File: config.mk
export PLATFORM = sky130hd
export DESIGN_NAME = ram_port_arbiter
export DESIGN_NICKNAME = d
export VERILOG_FILES = /design/src/rtl/ram_port_arbiter.sv
export SDC_FILE = /design/constraint.sdc
export NUM_CORES = 1
export LEC_CHECK = 0
export CAP_MARGIN = 20
export CORE_ASPECT_RATIO = 2
export CORE_UTILIZATION = 40
export DETAILED_ROUTE_END_ITERATION = 12
export PLACE_DENSITY_LB_ADDON = 0.25
export SYNTH_ARGS = -nofsm -noshare
export SYNTH_HDL_FRONTEND = slang
export SYNTH_SLANG_ARGS = --single-unit
export TNS_END_PERCENT = 50
File: constraint.sdc
create_clock -name clk -period 4.2 [get_ports clk]
set_clock_uncertainty 0.05 [all_clocks]
set_input_delay 0.84 -clock clk [delete_from_list [all_inputs] [get_ports clk]]
set_output_delay 0.84 -clock clk [all_outputs]
set_load 0.005 [all_outputs]
File: src/rtl/ram_port_arbiter.sv
// Two-master round-robin arbiter/sequencer for a single-port synchronous RAM.
// Optional out-of-range suppression enabled by defining RAM_ARB_BOUNDS_CHECK_EN.
module ram_port_arbiter #(
  parameter int ADDR_WIDTH = 28,
  parameter int DATA_WIDTH = 32,
  parameter int MEM_DEPTH  = 60
) (
  input  logic                  clk,
  input  logic                  rst_n,
  input  logic                  m0_req,
  input  logic                  m0_we,
  input  logic [ADDR_WIDTH-1:0] m0_addr,
  input  logic [DATA_WIDTH-1:0] m0_wdata,
  output logic                  m0_gnt,
  output logic                  m0_done,
  output logic [DATA_WIDTH-1:0] m0_rdata,
  output logic                  m0_err,
  input  logic                  m1_req,
  input  logic                  m1_we,
  input  logic [ADDR_WIDTH-1:0] m1_addr,
  input  logic [DATA_WIDTH-1:0] m1_wdata,
  output logic                  m1_gnt,
  output logic                  m1_done,
  output logic [DATA_WIDTH-1:0] m1_rdata,
  output logic                  m1_err,
  output logic [ADDR_WIDTH-1:0] mem_addr,
  output logic [DATA_WIDTH-1:0] mem_wdata,
  output logic                  mem_wdrive,
  input  logic [DATA_WIDTH-1:0] mem_rdata,
  output logic                  mem_cs,
  output logic                  mem_we,
  output logic                  mem_oe
);

  typedef enum logic [1:0] {IDLE, ACCESS, RESP} state_t;

  state_t                state_q, state_d;
  logic                  owner_q;
  logic                  we_q;
  logic [ADDR_WIDTH-1:0] addr_q;
  logic [DATA_WIDTH-1:0] wdata_q;
  logic                  last_q;
  logic                  grant_any;
  logic                  grant_sel;
  logic                  oob;
  logic                  active;

`ifdef RAM_ARB_BOUNDS_CHECK_EN
  assign oob = (addr_q >= ADDR_WIDTH'(MEM_DEPTH));
`else
  assign oob = 1'b0;
`endif

  always_comb begin
    state_d   = state_q;
    grant_any = 1'b0;
    grant_sel = 1'b0;
    case (state_q)
      IDLE: begin
        if (m0_req && m1_req) begin
          grant_any = 1'b1;
          grant_sel = ~last_q;
        end else if (m0_req || m1_req) begin
          grant_any = 1'b1;
          grant_sel = m1_req;
        end
        if (grant_any) state_d = ACCESS;
      end
      ACCESS:  state_d = RESP;
      RESP:    state_d = IDLE;
      default: state_d = IDLE;
    endcase
  end

  always_ff @(posedge clk or negedge rst_n) begin
    if (!rst_n) begin
      state_q  <= IDLE;
      owner_q  <= 1'b0;
      we_q     <= 1'b0;
      addr_q   <= '0;
      wdata_q  <= '0;
      last_q   <= 1'b1;
      m0_rdata <= '0;
      m1_rdata <= '0;
    end else begin
      state_q <= state_d;
      if (grant_any) begin
        owner_q <= grant_sel;
        we_q    <= grant_sel ? m1_we    : m0_we;
        addr_q  <= grant_sel ? m1_addr  : m0_addr;
        wdata_q <= grant_sel ? m1_wdata : m0_wdata;
        last_q  <= grant_sel;
      end
      // Read data is captured at the edge ending ACCESS; the RAM latched it mid-cycle.
      if (state_q == ACCESS && !we_q) begin
        if (owner_q) m1_rdata <= oob ? '0 : mem_rdata;
        else         m0_rdata <= oob ? '0 : mem_rdata;
      end
    end
  end

  assign m0_gnt     = rst_n & grant_any & ~grant_sel;
  assign m1_gnt     = rst_n & grant_any &  grant_sel;

  assign active     = (state_q == ACCESS) & ~oob;
  assign mem_cs     = active;
  assign mem_we     = active &  we_q;
  assign mem_wdrive = active &  we_q;
  assign mem_oe     = active & ~we_q;
  assign mem_addr   = addr_q;
  assign mem_wdata  = wdata_q;

  assign m0_done    = (state_q == RESP) & ~owner_q;
  assign m1_done    = (state_q == RESP) &  owner_q;
  assign m0_err     = m0_done & oob;
  assign m1_err     = m1_done & oob;

endmodule

**Word-level counts from Yosys, hierarchy flattened**

Index checks and enable logic that the tools add are counted.

- Equal/unequal tests: 3
- Multiplexer cells: 12
- Bitwise operators: 11
- Reductions and logical operators: 7

Operators with widths:

| kind | number |
|---|---|
| 32-bit 2-to-1 mux | 1 |
| 28-bit 2-to-1 mux | 1 |
| 1-bit 2-to-1 mux | 8 |
| 1-bit AND | 7 |
| 1-bit inverter | 4 |
| 2-bit case mux with 2 select lines | 1 |
| 2-bit AND reduction | 2 |
| 2-bit by 1-bit == test with 1-bit output, second input constant | 1 |
| 2-bit == test, second input constant | 1 |
| 1-bit logical AND | 2 |
| 2-bit logical NOT | 1 |
| 2-bit 2-to-1 mux | 1 |
| 2-bit != test, second input constant | 1 |
| 1-bit logical NOT | 1 |
| 1-bit logical OR | 1 |

- Register bits after elaboration: 129
- Input bits: 158
- Output and inout port bits: 134
- Logic and storage cells: 41

**Longest topological paths before layout**

- Word-level depth: 7
- Gate-level depth with buffers: 5

**Worst setup path after synthesis**

OpenSTA, ideal clock, no wires.

- Path kind: input port to output port
- From: input m1_req
- To: output m0_gnt
- Data arrival time: 1.597 ns
- Setup slack: 1.713 ns
- Cell stages on the path: 4
- Path through: a21bo_1 > buf_2 > clkbuf_1 > and3_1

- Cells in the longest elaborated chain, start to end: 7
- Elaborated cells between the ends (all ways): 12

Ends and longest elaborated chain:

| item | RTL line | text |
|---|---|---|
| start: declaration | 18 | `input logic m1_req,` |
| 1-bit logical OR | 63 | `end else if (m0_req \|\| m1_req) begin` |
| 1-bit 2-to-1 mux | 63 |  |
| 1-bit 2-to-1 mux | 60 | `if (m0_req && m1_req) begin` |
| 1-bit 2-to-1 mux (2 in series) | 58 | `case (state_q)` |
| 1-bit AND | 102 | `assign m0_gnt = rst_n & grant_any & ~grant_sel;` |
| 1-bit AND * | 102 |  |
| end: declaration | 14 | `output logic m0_gnt,` |

Mark *: on every way between the ends. The rest lies on a longest branch, timed or not. The select of a mux whose other input is x is not followed.

**Final worst setup path**

- From: input m0_req
- To: output m0_gnt

- Cells in the longest elaborated chain, start to end: 7
- Elaborated cells between the ends (all ways): 12

Ends and longest elaborated chain:

| item | RTL line | text |
|---|---|---|
| start: declaration | 10 | `input logic m0_req,` |
| 1-bit logical OR | 63 |  |
| 1-bit 2-to-1 mux | 63 |  |
| 1-bit 2-to-1 mux | 60 |  |
| 1-bit 2-to-1 mux (2 in series) | 58 |  |
| 1-bit AND | 102 |  |
| 1-bit AND * | 102 |  |

Marks and branches as above.

==> out/qor.yml <==
status: "complete, no violations"
clk_pin_slew_ns: 0.06
cts_inserted_buffers: 17
fmax_mhz: 298.1
p_per_area_nw_per_um2: 760.3
synth_cells: 505
cts.sink_count: 129
syn_area_per_cell_um2: 11.76
peakVddDrop_mv: 0.7047
synth_cell_types: 31
dr.pass1.iters: 4
final-seq-area_um2: 3229
ant_nets: 0
maxCapViolCount: 0
min_path_type: "input port to async pin"
drc: 0
final_common_cell: "clkdlybuf4s50_1"
layout_common_cells: "288 x clkdlybuf4s50_1, 128 x dfrtp_1, 60 x mux2_4"
drtIter0Drc: 205
fillers: 1125
use_met1_pct: 27.36
synth_top_area_cell: "dfrtp_1"
fin_setup_tns_ns: 0
layout-drive-gt1-share_pct: 14.36
cts_tree: "done"
cp-end-kind: "output pin"
initial_core_util_pct: 41.16
ctsHtreeMaxLevel: 4
worstSkewPairLatency_ns: 0.41
cpMaxStageDelayCell: "clkdlybuf4s50_1"
cpPeakStageDelay_ns: 0.68
post_cts_resized: 0
area.growth.synth_to_final_pct: 60.51
critPathRequiredTime_ns: 3.31
pre_cts_ws_ns: 0.8649
cp_common_cell: "clkdlybuf4s50_1"
min_period_ns: 3.355
die_h_um: 174.3
ios: 292
grt_pass1_wl_um: 29290
grt_max_degree: 84
slew_viol_final: 0
path_cells: "clkdlybuf4s50_1 -> o21ai_4 -> inv_2 -> and3_1 -> clkdlybuf4s50_1"
startpoint_type: "input port"
rows: 62
fin_crit_sh_pct: 79.88
p_leak_nw: 3.961
first_global_vias: 5454
slew_headroom_pct: 28.55
path_max_fanout: 4
routed_via_density: 5.278
synth_seq_cells: 129
syn_area_um2: 5938
seq_area_frac_synth_pct: 54.38
rsz0062_at_grt: "false"
yosys-top-cells-area: "dfrtp_1 54%, mux2_4 15%, o31ai_1 7.5%"
post_drt_wl_per_cell_um: 19.38
worstMarginPinSlew_ns: 1.072
final_util_pct: 66.06
gp_congestion: 0.8150
fin_ws_ns: 0.8451
clockBufferDepth: 2
die_area_um2: 15370
cts-root-buf: "clkbuf_16"
grt_use_met2_pct: 43.67
gr-total-overflow: 0
core-area_um2: 14430
dp_hpwl_um: 13020
io_buffers: 289
critical_path_arrival_ns: 2.46
grt_most_used_layer: "met2"
antenna_found_initial: 0
die_x_um: 88.16
nNetsFinal: 932
setup_viol: 0
antenna_cells: 0
routed_wl_um: 18980
hold_viol_final: 0
vias: 5167
multi_input_area_um2: 2419
cts_setup_buffers: 0
grt_use_total_pct: 25.29
yosys_warnings: 0
met3_usage_pct: 6.220
crit_type: "input port to output pin"
holdBufCountCts: 0
synth_top_cell_area_share_pct: 53.94
## stage by stage
step | instance area (µm²) | power (mW) | hold slack, ns | std cells
2_1_floorplan | 5942 | 3.877 | 0.4328 | 506
3_3_place_gp | 8835 | 5.550 | 0.4207 | 944
3_5_place_dp | 8855 | 5.673 | 0.4284 | 945
4_1_cts | 9484 | 7.297 | 0.1563 | 977
5_1_grt | 9532 | 7.658 | 0.1568 | 979
6_report | 9532 | 7.247 | 0.1691 | 979
## Yosys cell counts
cell and number:
dfrtp_1 128, mux2_4 60, nor2_1 60, a21oi_1 59, o21ai_1 59, o31ai_1 59, clkbuf_1 29, buf_2 10
buf_12 6, mux2_1 4, buf_4 3, a211oi_1 2, a22o_1 2, a2bb2oi_1 2, and2_1 2, and3_1 2
buf_6 2, nor2b_1 2, o21ai_0 2, a21bo_1 1, a21boi_1 1, and2b_1 1, and3b_1 1, conb_1 1
dfstp_2 1, inv_2 1, nor2_2 1, nor3b_1 1, nor3b_2 1, o21ai_2 1, or2_1 1
## cells by family after synthesis
| kind of cell | synth area share, % |
|---|---|
| other | 0.06315 |
| flip-flops | 54.38 |
| multiplexers | 15.93 |
| buffers and inverters | 5.520 |
| AND/OR/NAND/NOR | 5.247 |
| AO/OA/AOI/OAI | 18.86 |
## critical path, delay by kind of cell
| family | cells | cell delay [ns] |
|---|---|---|
| buffers and inverters | 3 | 1.36 |
| AND/OR/NAND/NOR | 1 | 0.16 |
| AO/OA/AOI/OAI | 1 | 0.10 |
## power breakdown
part | internal (mW) | switching (mW)
Clock | 1.01 | 0.566
Combinational | 2.06 | 1.35
Sequential | 1.88 | 0.375
## sequential cells by signal, indices dropped and copies added (netlist names)
register   flops
owner_q        1
last_q         1
state_q        2
mem_wdata     32
mem_addr      28
m0_rdata      32
m1_rdata      32
we_q           1
## metal layers
layer	vias to the layer above	wire, µm
li1	2349	-
met1	2509	6733
met2	249	10010
met3	60	1274
met4	0	961
met5	-	0
## path summary, 6_finish.rpt
path | start | slack, ns | endpoint | cells after the start
min | rst_n | 0.17 | mem_addr[5] | 1
min in group clk | mem_addr[22] | 0.44 | mem_addr[22] | 2
max reg2reg | state_q[1] | 1.99 | m0_rdata[1] | 3
min reg2reg | mem_addr[22] | 0.44 | mem_addr[22] | 2
max in group asynchronous | rst_n | 2.46 | mem_wdata[10] | 4
max | m0_req | 0.85 | m0_gnt | 5
## area by class of cell
cell class / count / area share [%]
clock buffers: 19 / 4.647
clock inverters: 13 / 1.956
inverters: 1 / 0.03938
multi-input cells: 326 / 25.37
flip-flops and latches: 129 / 33.88
well taps: 192 / 2.520
repair buffers: 299 / 31.58
Power figures use the tool's default switching activity.
